$ cat config.mk
export PLATFORM = sky130hd
export DESIGN_NAME = pipeline_control
export DESIGN_NICKNAME = d
export VERILOG_FILES = /design/src/rtl/lc3b_types.sv /design/src/rtl/hazard_detect.sv /design/src/rtl/pipeline_control.sv
export SDC_FILE = /design/constraint.sdc
export NUM_CORES = 1
export LEC_CHECK = 0
export CAP_MARGIN = 20
export CORE_MARGIN = 1.5
export CORE_UTILIZATION = 29
export CTS_BUF_LIST = sky130_fd_sc_hd__clkbuf_8
export CTS_CLUSTER_SIZE = 8
export DETAILED_ROUTE_END_ITERATION = 10
export PLACE_DENSITY = 0.95
export SKIP_CTS_REPAIR_TIMING = 1
export SLEW_MARGIN = 20
export SYNTH_ARGS = -nofsm -noshare
export SYNTH_HDL_FRONTEND = slang
export SYNTH_SLANG_ARGS = --single-unit
export TNS_END_PERCENT = 30
$ cat constraint.sdc
create_clock -name clk -period 3.1 [get_ports clk]
set_input_delay 0.62 -clock clk [delete_from_list [all_inputs] [get_ports clk]]
set_output_delay 0.62 -clock clk [all_outputs]
set_load 0.01 [all_outputs]
$ cat src/rtl/lc3b_types.sv
// Shared LC-3b pipeline types: register index, stall sequencer states, counter width.
package lc3b_types;

  typedef logic [2:0] lc3b_reg;

  typedef enum logic [1:0] {
    RUN  = 2'd0,
    DMEM = 2'd1,
    IND  = 2'd2
  } lc3b_pipe_state;

  localparam int unsigned LC3B_PERF_CNT_W = 16;

endpackage

$ cat src/rtl/hazard_detect.sv
// Load-use comparator: the decode instruction reads a register that the load in EX writes.
module hazard_detect
  import lc3b_types::*;
(
  input  logic    if_id_v,
  input  logic    id_ex_v,
  input  logic    id_ex_mem_read,
  input  lc3b_reg if_id_SR1,
  input  lc3b_reg if_id_SR2,
  input  logic    if_id_sr1_needed,
  input  logic    if_id_sr2_needed,
  input  lc3b_reg id_ex_DR,
  output logic    hazard
);

  logic sr1_hit;
  logic sr2_hit;

  assign sr1_hit = if_id_sr1_needed && (id_ex_DR == if_id_SR1);
  assign sr2_hit = if_id_sr2_needed && (id_ex_DR == if_id_SR2);
  assign hazard  = id_ex_v && id_ex_mem_read && if_id_v && (sr1_hit || sr2_hit);

endmodule

$ cat src/rtl/pipeline_control.sv
// Stall/flush sequencer for the five-stage LC-3b pipeline, including LDI/STI double access.
// PIPELINE_PERF_CNT_EN builds the saturating stall counters; otherwise they read 0.
module pipeline_control
  import lc3b_types::*;
#(
  parameter int unsigned CNT_W = LC3B_PERF_CNT_W
) (
  input  logic             clk,
  input  logic             reset,
  input  logic             if_id_v,
  input  logic             id_ex_v,
  input  logic             ex_mem_v,
  input  lc3b_reg          if_id_SR1,
  input  lc3b_reg          if_id_SR2,
  input  logic             if_id_sr1_needed,
  input  logic             if_id_sr2_needed,
  input  lc3b_reg          id_ex_DR,
  input  logic             id_ex_mem_read,
  input  logic             ex_mem_mem_read,
  input  logic             ex_mem_mem_write,
  input  logic             ex_mem_indirect,
  input  logic             ex_mem_br_taken,
  input  logic             icache_resp,
  input  logic             dcache_resp,
  output logic             load_pc,
  output logic             load_if_id,
  output logic             load_id_ex,
  output logic             load_ex_mem,
  output logic             load_mem_wb,
  output logic             id_ex_bubble,
  output logic             flush,
  output logic             load_reg,
  output logic             dmem_read,
  output logic             dmem_write,
  output logic             dmem_addr_sel,
  output logic             ind_ptr_load,
  output logic [CNT_W-1:0] stall_ld_use,
  output logic [CNT_W-1:0] stall_mem
);

  lc3b_pipe_state state, next_state;
  logic dreq;
  logic hazard;
  logic branch;
  logic frozen;

  hazard_detect u_hazard_detect (
    .if_id_v          (if_id_v),
    .id_ex_v          (id_ex_v),
    .id_ex_mem_read   (id_ex_mem_read),
    .if_id_SR1        (if_id_SR1),
    .if_id_SR2        (if_id_SR2),
    .if_id_sr1_needed (if_id_sr1_needed),
    .if_id_sr2_needed (if_id_sr2_needed),
    .id_ex_DR         (id_ex_DR),
    .hazard           (hazard)
  );

  assign dreq   = ex_mem_v && (ex_mem_mem_read || ex_mem_mem_write);
  assign branch = ex_mem_v && ex_mem_br_taken;

  // The indirect pointer fetch completes in DMEM but must not release the pipeline.
  always_comb begin
    frozen = 1'b0;
    unique case (state)
      RUN:     frozen = dreq;
      DMEM:    frozen = !dcache_resp || ex_mem_indirect;
      IND:     frozen = !dcache_resp;
      default: frozen = 1'b0;
    endcase
  end

  always_ff @(posedge clk) begin
    if (reset) state <= RUN;
    else       state <= next_state;
  end

  always_comb begin
    next_state = state;
    unique case (state)
      RUN:     if (dreq) next_state = DMEM;
      DMEM:    if (dcache_resp) next_state = ex_mem_indirect ? IND : RUN;
      IND:     if (dcache_resp) next_state = RUN;
      default: next_state = RUN;
    endcase
  end

  always_comb begin
    load_pc       = 1'b0;
    load_if_id    = 1'b0;
    load_id_ex    = 1'b0;
    load_ex_mem   = 1'b0;
    load_mem_wb   = 1'b0;
    id_ex_bubble  = 1'b0;
    flush         = 1'b0;
    dmem_read     = 1'b0;
    dmem_write    = 1'b0;
    dmem_addr_sel = 1'b0;
    ind_ptr_load  = 1'b0;
    if (!reset) begin
      unique case (state)
        RUN: begin
          if (dreq) begin
            dmem_read  = ex_mem_mem_read || ex_mem_indirect;
            dmem_write = ex_mem_mem_write && !ex_mem_indirect;
          end
        end
        DMEM: begin
          dmem_read    = ex_mem_mem_read || ex_mem_indirect;
          dmem_write   = ex_mem_mem_write && !ex_mem_indirect;
          ind_ptr_load = dcache_resp && ex_mem_indirect;
        end
        IND: begin
          dmem_addr_sel = 1'b1;
          dmem_read     = ex_mem_mem_read;
          dmem_write    = ex_mem_mem_write;
        end
        default: ;
      endcase

      if (!frozen) begin
        load_id_ex  = 1'b1;
        load_ex_mem = 1'b1;
        load_mem_wb = 1'b1;
        if (branch) begin
          flush      = 1'b1;
          load_pc    = 1'b1;
          load_if_id = 1'b1;
        end else if (hazard || !icache_resp) begin
          id_ex_bubble = 1'b1;
        end else begin
          load_pc    = 1'b1;
          load_if_id = 1'b1;
        end
      end
    end
  end

  assign load_reg = load_id_ex;

`ifdef PIPELINE_PERF_CNT_EN
  logic [CNT_W-1:0] ld_use_cnt;
  logic [CNT_W-1:0] mem_cnt;
  logic             ld_use_bubble;

  assign ld_use_bubble = !frozen && !branch && hazard;

  always_ff @(posedge clk) begin
    if (reset) begin
      ld_use_cnt <= '0;
      mem_cnt    <= '0;
    end else begin
      if (ld_use_bubble && !(&ld_use_cnt)) ld_use_cnt <= ld_use_cnt + CNT_W'(1);
      if (frozen && !(&mem_cnt))           mem_cnt    <= mem_cnt + CNT_W'(1);
    end
  end

  assign stall_ld_use = reset ? '0 : ld_use_cnt;
  assign stall_mem    = reset ? '0 : mem_cnt;
`else
  assign stall_ld_use = '0;
  assign stall_mem    = '0;
`endif

endmodule

# After elaboration in Yosys (flattened, before gate mapping)
# Cells that the tools add are included.
# op_classes
n_eq_ne	7
n_mux	29
n_reduce_logical	19
# op_table
op	n
$mux W1	21
$logic_and A1 B1 Y1	9
$pmux W1 S3	3
$mux W2	4
$eq A3 B3 Y1	2
$ne A2 B2 Y1 const B	3
$pmux W2 S3	1
$logic_or A1 B1 Y1	5
$logic_not A1 Y1	3
$reduce_and A3 Y1	1
$eq A2 B1 Y1 const B	1
$eq A2 B2 Y1 const B	1
$logic_not A2 Y1	1
# word_totals
ff_bits	2
in_bits	23

# Depth between registers and ports, before layout
# Gate-level depths: netlist of the first run.
# logic_depth
word_depth	9
depth_mapped	5
mapped_depth_nobuf	5

# Hierarchy
# Synthesis of the first run repeated with hierarchy kept, for this count alone.
# hier_totals
hier_cells	76
area_unflattened_um2	556.8
# modules_own_cells
module	instances	cells_per_inst	area_per_inst_um2
pipeline_control	1	66	481.7
hazard_detect	1	10	75.1

# Least setup slack after synthesis of the first run
# Ideal clock, no wire load.
# synth_path
kind	input to output
startpoint	input port ex_mem_mem_write
endpoint	output port load_pc
arrival_time_ns	1.918
required_time_ns	2.480
slack_ns	0.562
stages	5
n_path_buf	1
path_cell_list	o21a_1 or3_1 a31o_2 nor3_1 buf_4
# synth_via
elab_chain_cells	5
# synth_rtl
item	line_no	text
start: declaration	pipeline_control.sv:20	input logic ex_mem_mem_write,
$logic_or A1 B1 Y1	pipeline_control.sv:59	assign dreq = ex_mem_v && (ex_mem_mem_read || ex_mem_mem_write);
$logic_and A1 B1 Y1	pipeline_control.sv:59	
$pmux W1 S3	pipeline_control.sv:65	unique case (state)
$mux W1 (2 in a row)	--	
end: declaration	pipeline_control.sv:25	output logic load_pc,
# Every way passes these cells.

# Worst setup path after layout of the first run
# layout_path
startpoint	input port ex_mem_v
endpoint	output port dmem_write
# layout_via
elab_chain_cells	4
# layout_rtl
item	line_no	text
start: declaration	pipeline_control.sv:12	input logic ex_mem_v,
$logic_and A1 B1 Y1	pipeline_control.sv:59	
$mux W1	pipeline_control.sv:103	if (dreq) begin
$pmux W1 S3	pipeline_control.sv:101	unique case (state)
$mux W1	pipeline_control.sv:100	if (!reset) begin
end: declaration	pipeline_control.sv:34	output logic dmem_write,
# Every way passes these cells.

==> results of run 1 <==
-- kinds of logic after synthesis --
kind of cell	count (synthesis)	share of synthesized area
multiplexers	1	0.0176
XOR/XNOR	6	0.0925
other	1	0.00660
AO/OA/AOI/OAI	11	0.159
buffers and inverters	41	0.511
flip-flops	2	0.0705
AND/OR/NAND/NOR	15	0.143
-- cells in the final DEF (no fill, tap or decap), drive strengths merged --
cell / n
o22a: 1
nand2b: 1
nand4: 2
dfxtp: 2
xnor2: 6
a21oi: 1
and3: 2
a221oi: 2
dlymetal6s2s: 8
or3: 1
o2111a: 1
inv: 4
o21ai: 2
a21o: 1
a31o: 1
clkbuf: 3
clkdlybuf4s50: 26
nor2: 3
mux2i: 1
nand3b: 1
buf: 4
conb: 32
o31ai: 1
nor3: 3
o21a: 1
nand3: 2
-- layer usage --
| metal | GRT usage | vias to the layer above | part of all wire |
|---|---|---|---|
| met1 | 0.0975 | 237 | 0.30 |
| li1 | - | 263 | - |
| met3 | 0.0115 | 0 | 0.10 |
| met2 | 0.254 | 45 | 0.60 |
| met5 | 0 | - | 0 |
| met4 | 0.0833 | 0 | 0 |
-- power groups by stage --
stage / Clock [mW] / Sequential (mW) / Combinational, mW
after CTS: 0.103 / 0.0297 / 0.104
final: 0.0998 / 0.0297 / 0.102
after global placement: 0 / 0.0296 / 0.102
after detailed placement: 0 / 0.0300 / 0.104
after floorplan: 0 / 0.0281 / 0.0827
after global routing: 0.107 / 0.0301 / 0.112
-- how the worst max path moves through the flow --
| stage | endpoint | slack (ns) | depth (start not counted) |
|---|---|---|---|
| CTS | load_if_id | -0.17 | 6 |
| detailed placement | load_if_id | -0.17 | 6 |
| floorplan | load_pc | 0.56 | 5 |
| global route | dmem_write | 0.09 | 7 |
| finish | dmem_write | 0.20 | 7 |
| global placement | load_if_id | -0.13 | 6 |
-- through the flow --
step | utilization | setup TNS (ns)
after CTS | 0.478 | -0.536
after detailed placement | 0.455 | -0.521
after floorplan | - | 0
after global placement | 0.455 | -0.376
after global routing | 0.489 | 0
final | 0.489 | 0
-- area by class of cell --
| type | instances | area, sq um |
|---|---|---|
| Clock buffer | 3 | 41.3 |
| Tap cell | 25 | 31.3 |
| Inverter | 4 | 15.0 |
| Sequential cell | 2 | 40.0 |
| Multi-Input combinational cell | 65 | 354 |
| Fill cell | 180 | 911 |
| Timing Repair Buffer | 38 | 390 |
-- critical path, cell delays in order --
cell and delay, ns:
clkdlybuf4s50_1 0.49, o21a_1 0.14, buf_4 0.11, nor2_1 0.04, o31ai_1 0.18, and3_1 0.18
clkdlybuf4s50_1 0.53
==> impl_metrics.tcl, run 1 <==
set metrics [dict create \
    async_flop_share 0 \
    drt-total-wl_mm 1.19 \
    hold_viol 0 \
    antenna_left 0 \
    fin_crit_ns 2.90 \
    synth-seq-area-share 0.0705 \
    drt_iter0_markers 6 \
    clk_path_buf_depth 2 \
    cp.required_ns 2.48 \
    cts_max_level 1 \
    dieArea_sq_um 2230 \
    row_count 15 \
    largest_register_ffs 2 \
    p_sw_mw 0.0675 \
    antenna_found_initial 0 \
    r2r-end "state[1]" \
    cts_inserted_buffers 3 \
    grt_max_degree 9 \
    critPathArrivalTime_ns 2.28 \
    place_hpwl_mm 1.09 \
    startpoint_type "input pin" \
    synth_top_cell_by_area "buf_4" \
    vias_per_cell 3.98 \
    total_power_mw 0.231 \
    hold_class "flip-flop to flip-flop" \
    die_x_um 47.3 \
    final_cells 137 \
    syn_area_per_cell_sq_um 7.38 \
    port_buffers 34 \
    first_global_vias 490 \
    vdd.ir_drop.worst_uv 96.2 \
    routedWlPerCell_um 8.65 \
    rsz0062_at_grt "no" \
    power_frac_comb 0.440 \
    p_per_area_nw_per_um2 265 \
    startpoint "ex_mem_v" \
    final_nets 137 \
    insertion_delay_ns 0.21 \
    clk_pin_slew_ns 0.03 \
    whs_endpoint "state[0]" \
    synth_common_cells "buf_4, xnor2_1, inv_1, nor2_1, nor3_1" \
    routabilityCongestion 0.678 \
    fin_crit_sh 0.934 \
    grt_pass1_wl_mm 1.85 \
    placed_area_sq_um 811 \
    ys.flop_type "dfxtp_1" \
    clock-sinks 2 \
    overflow 0 \
    timing.final.ws_setup_ns 0.204 \
    drc 0 \
    dpl_worst_slack_ns -0.167 \
    yosys_warnings 0 \
    synth.most_common_cell "buf_4" \
    synth.area.top_cells "buf_4, xnor2_1, dfxtp_1" \
    cts_root_buffer "clkbuf_8" \
    p_int_mw 0.164 \
    clockPowerShare 0.431 \
    finalMaxSlewViolations 0 \
    stdcell_area_sq_um 872 \
    p_sw_frac 0.292 \
    setup_violations 0 \
    ioPinCount 67 \
    critPathCaptureType "output port" \
    reg_top3 "state (2)" \
    vias 545 \
    p_seq_frac 0.128 \
    ys_types 26 \
    finClkSkew_ns 0.00165 \
    start_util 0.319 \
    r2r-start "state[0]" \
    drive_above_1_share 0.0893 \
    dp.cells 134 \
    synth_cells 77 \
    reg2regPathDepth 3 \
    synth_edf_count 0 \
    max_flop_register "state" \
    clock.fmax_mhz 345 \
    worstHoldStart "state[1]" \
    die_h_um 47.3 \
    hold_ws_ns 0.568 \
    holdPathStages 1 \
    drt-pass1-iter-count 2 \
    tritoncts "done" \
    maxCapViolCount 0 \
    criticalPathCategory "input pin to output port" \
    status "finished, final reports clean" \
    netlist_area_sq_um 568 \
    synth_top_area_frac 0.476 \
    reg2reg_slack_ns 2.17 \
    crit_path_max_fanout 2 \
    synth-seq-cells 2 \
    leakagePower_nw 0.496 \
    antenna_cells 0 \
    core_area_sq_um 1780 \
    syn_to_final_growth_pct 53.5 \
    grtUsageTotal 0.120 \
]
Note: power is estimated with default switching activity, not from simulation.
==> run 2: changes to the inputs <==
--- a/config.mk
+++ b/config.mk
@@ -5,14 +5,14 @@
 export SDC_FILE = /design/constraint.sdc
 export NUM_CORES = 1
 export LEC_CHECK = 0
+export ABC_AREA = 1
 export CAP_MARGIN = 20
 export CORE_MARGIN = 1.5
-export CORE_UTILIZATION = 29
+export CORE_UTILIZATION = 31
 export CTS_BUF_LIST = sky130_fd_sc_hd__clkbuf_8
 export CTS_CLUSTER_SIZE = 8
 export DETAILED_ROUTE_END_ITERATION = 10
 export PLACE_DENSITY = 0.95
-export SKIP_CTS_REPAIR_TIMING = 1
 export SLEW_MARGIN = 20
 export SYNTH_ARGS = -nofsm -noshare
 export SYNTH_HDL_FRONTEND = slang
==> run 2 against run 1 <==
  * First-iteration DRC count down 83%
  * Routed wire length rose by 12%
  * Non-clock buffer count decreased by 4
  * Clock skew decreased by 0.0011 ns
  * Combinational power grew 6%
  * Sequential power decreased by 3%
  * Sequential share of layout area shrank 0.065 points
  * Setup slack worse by 0.068 ns
  * Largest cell class is now multi-input combinational cells
  * Highest routed layer unchanged
==> impl_metrics.tcl, run 2 <==
set metrics [dict create \
    status "finished, final reports clean" \
    hold_viol 0 \
    drt-total-wl_mm 1.32 \
    final_cells 168 \
    grtUsageTotal 0.117 \
    critPathArrivalTime_ns 2.34 \
    antenna_cells 0 \
    cts_root_buffer "clkbuf_8" \
    reg_top3 "state (2)" \
    cp.depth 6 \
    p_seq_frac 0.122 \
    hold_class "flip-flop to flip-flop" \
    grt.busiest_layer "met2" \
    use_met1 0.107 \
    clock.fmax_mhz 337 \
    largest_register_ffs 2 \
    synth_cells 109 \
    p_int_mw 0.162 \
    multiInputGateArea_sq_um 369 \
    drive_above_1_share 0.0922 \
    clk_pin_slew_ns 0.03 \
    synth_top_area_frac 0.434 \
    row_count 16 \
    layout.area.seq_sq_um 40.0 \
    ys_types 19 \
    async_flop_share 0 \
    setup_violations 0 \
    port_buffers 34 \
    yosys_warnings 0 \
    synth_common_cells "buf_4, nand2_1, inv_1" \
    syn_area_per_cell_sq_um 5.72 \
    finalMaxSlewViolations 0 \
    synth.area.top_cells "buf_4, nand2_1, inv_1" \
    p_sw_frac 0.315 \
    first_global_vias 517 \
    fin_crit_ns 2.96 \
    tritoncts "done" \
    worst_path_most_repeated_cell "clkdlybuf4s50_1" \
    startpoint_type "input pin" \
    r2r-start "state[0]" \
    r2r-end "state[1]" \
    drt_iter0_markers 1 \
    crit_chain "clkdlybuf4s50_1, inv_2, o21ai_1, nand4_2, a21oi_1, clkdlybuf4s50_1" \
    fin_crit_sh 0.956 \
    drc 0 \
    p_sw_mw 0.0742 \
    grt_use_met2 0.243 \
    drt-pass1-iter-count 2 \
    cts_setup_buffers 0 \
    clk_path_buf_depth 2 \
    clockPowerShare 0.420 \
    cts_inserted_buffers 3 \
    vias 618 \
    cp.required_ns 2.48 \
    routedWlPerCell_um 7.88 \
    layout_common_cells "clkdlybuf4s50_1, conb_1, nand2_1" \
    max_flop_register "state" \
    overflow 0 \
    cts_max_level 1 \
    start_util 0.324 \
    power_frac_comb 0.458 \
    crit_end "load_if_id" \
    cts_hold_buf 0 \
    critPathCaptureType "output port" \
    criticalPathCategory "input pin to output port" \
    synth_top_cell_by_area "buf_4" \
    leakagePower_nw 0.470 \
    synth.most_common_cell "buf_4" \
    vdd.ir_drop.worst_uv 169 \
    routabilityCongestion 0.723 \
    vias_per_cell 3.68 \
    reg2regPathDepth 4 \
    maxCapViolCount 0 \
    die_x_um 47.8 \
    max_stage_delay_ns 0.57 \
    rsz0062_at_grt "no" \
    fillers 208 \
    antenna_left 0 \
    timing.critical_path.buf_inv 3 \
    grt_max_degree 6 \
    synth_edf_count 0 \
    dieArea_sq_um 2290 \
    met3_usage 0.0189 \
    insertion_delay_ns 0.20 \
    grt_pass1_wl_mm 1.93 \
    antenna_found_initial 0 \
    cpLargestDelayFamily "buffers and inverters" \
    ys.flop_type "dfxtp_1" \
    netlist_area_sq_um 623 \
    finClkSkew_ns 0.000532 \
    reg2reg_slack_ns 2.18 \
    final_common_cell "clkdlybuf4s50_1" \
    critPathSlowestCell "clkdlybuf4s50_1" \
    cts_resized 0 \
    final_nets 166 \
    synth-seq-cells 2 \
    core_area_sq_um 1920 \
    dp.cells 165 \
    synth-seq-area-share 0.0643 \
    worstHoldStart "state[0]" \
    place_hpwl_mm 1.15 \
    die_h_um 47.8 \
    startpoint "dcache_resp" \
    fin_tns_setup_ns 0 \
    crit_path_max_fanout 4 \
    ioPinCount 67 \
    syn_to_final_growth_pct 42.0 \
    clock-sinks 2 \
    p_per_area_nw_per_um2 267 \
]
## run 2: cell types whose count changed in the layout (fill, tap and decap cells not counted), sizes merged, moves of 2 or more
cell	before	now
nand2	0	28
o21ai	2	4
buf	4	0
dlymetal6s2s	8	0
a221oi	2	0
clkdlybuf4s50	26	34
nor3	3	1
a21oi	1	3
xnor2	6	0
nor2	3	12
inv	4	16
## run 2: how the worst min path moves through the flow
stage,to,slack [ns],depth (start not counted)
3_3_place_gp,state[0],0.58,3
3_5_place_dp,state[0],0.60,3
5_1_grt,state[0],0.65,3
4_1_cts,state[0],0.60,3
6_report,state[0],0.62,4
2_1_floorplan,state[0],0.56,4
## run 2: tightest hold or removal path: stages (launching register included)
cell	delay, ns
dfxtp_1	0.33
inv_2	0.07
nor2_2	0.05
nand2_1	0.05
a21oi_1	0.06
## run 2: logic make-up (layout without fill, tap and decap cells)
kind of cell    after synthesis  after routing  synth area share
compound gates                9              9            0.0863
buf+inv                      52             53             0.530
flops                         2              2            0.0643
other cells                   1             32           0.00602
simple gates                 45             45             0.313
## run 2: per-layer routing
layer	share of wire	vias up
met5	0	-
met4	0	0
met3	0.075	0
met2	0.54	36
met1	0.38	254
li1	-	328
## run 2: cell type report
| type | count | area share |
|---|---|---|
| multi-input combinational | 86 | 0.417 |
| sequential | 2 | 0.0453 |
| tap | 27 | 0.0382 |
| clock buffer | 3 | 0.0467 |
| timing repair buffer | 34 | 0.385 |
| inverter | 16 | 0.0679 |
## run 2: power groups by stage
stage          sequential (mW)  clock (mW)  combinational, mW
2_1_floorplan           0.0287           0             0.0871
3_3_place_gp            0.0289           0              0.105
3_5_place_dp            0.0289           0              0.107
4_1_cts                 0.0286       0.101              0.108
5_1_grt                 0.0290       0.108              0.121
6_report                0.0287      0.0991              0.108
## run 2: metrics by stage
step	util	hold WS (ns)	total power, mW	setup WS [ns]	instance area, sq um
after floorplan	-	0.555	0.116	1.05	739
after global placement	0.439	0.584	0.134	0.173	843
after detailed placement	0.439	0.600	0.136	0.156	843
after CTS	0.460	0.604	0.237	0.106	885
after global routing	0.460	0.655	0.258	0.0256	885
final	0.460	0.619	0.236	0.136	885
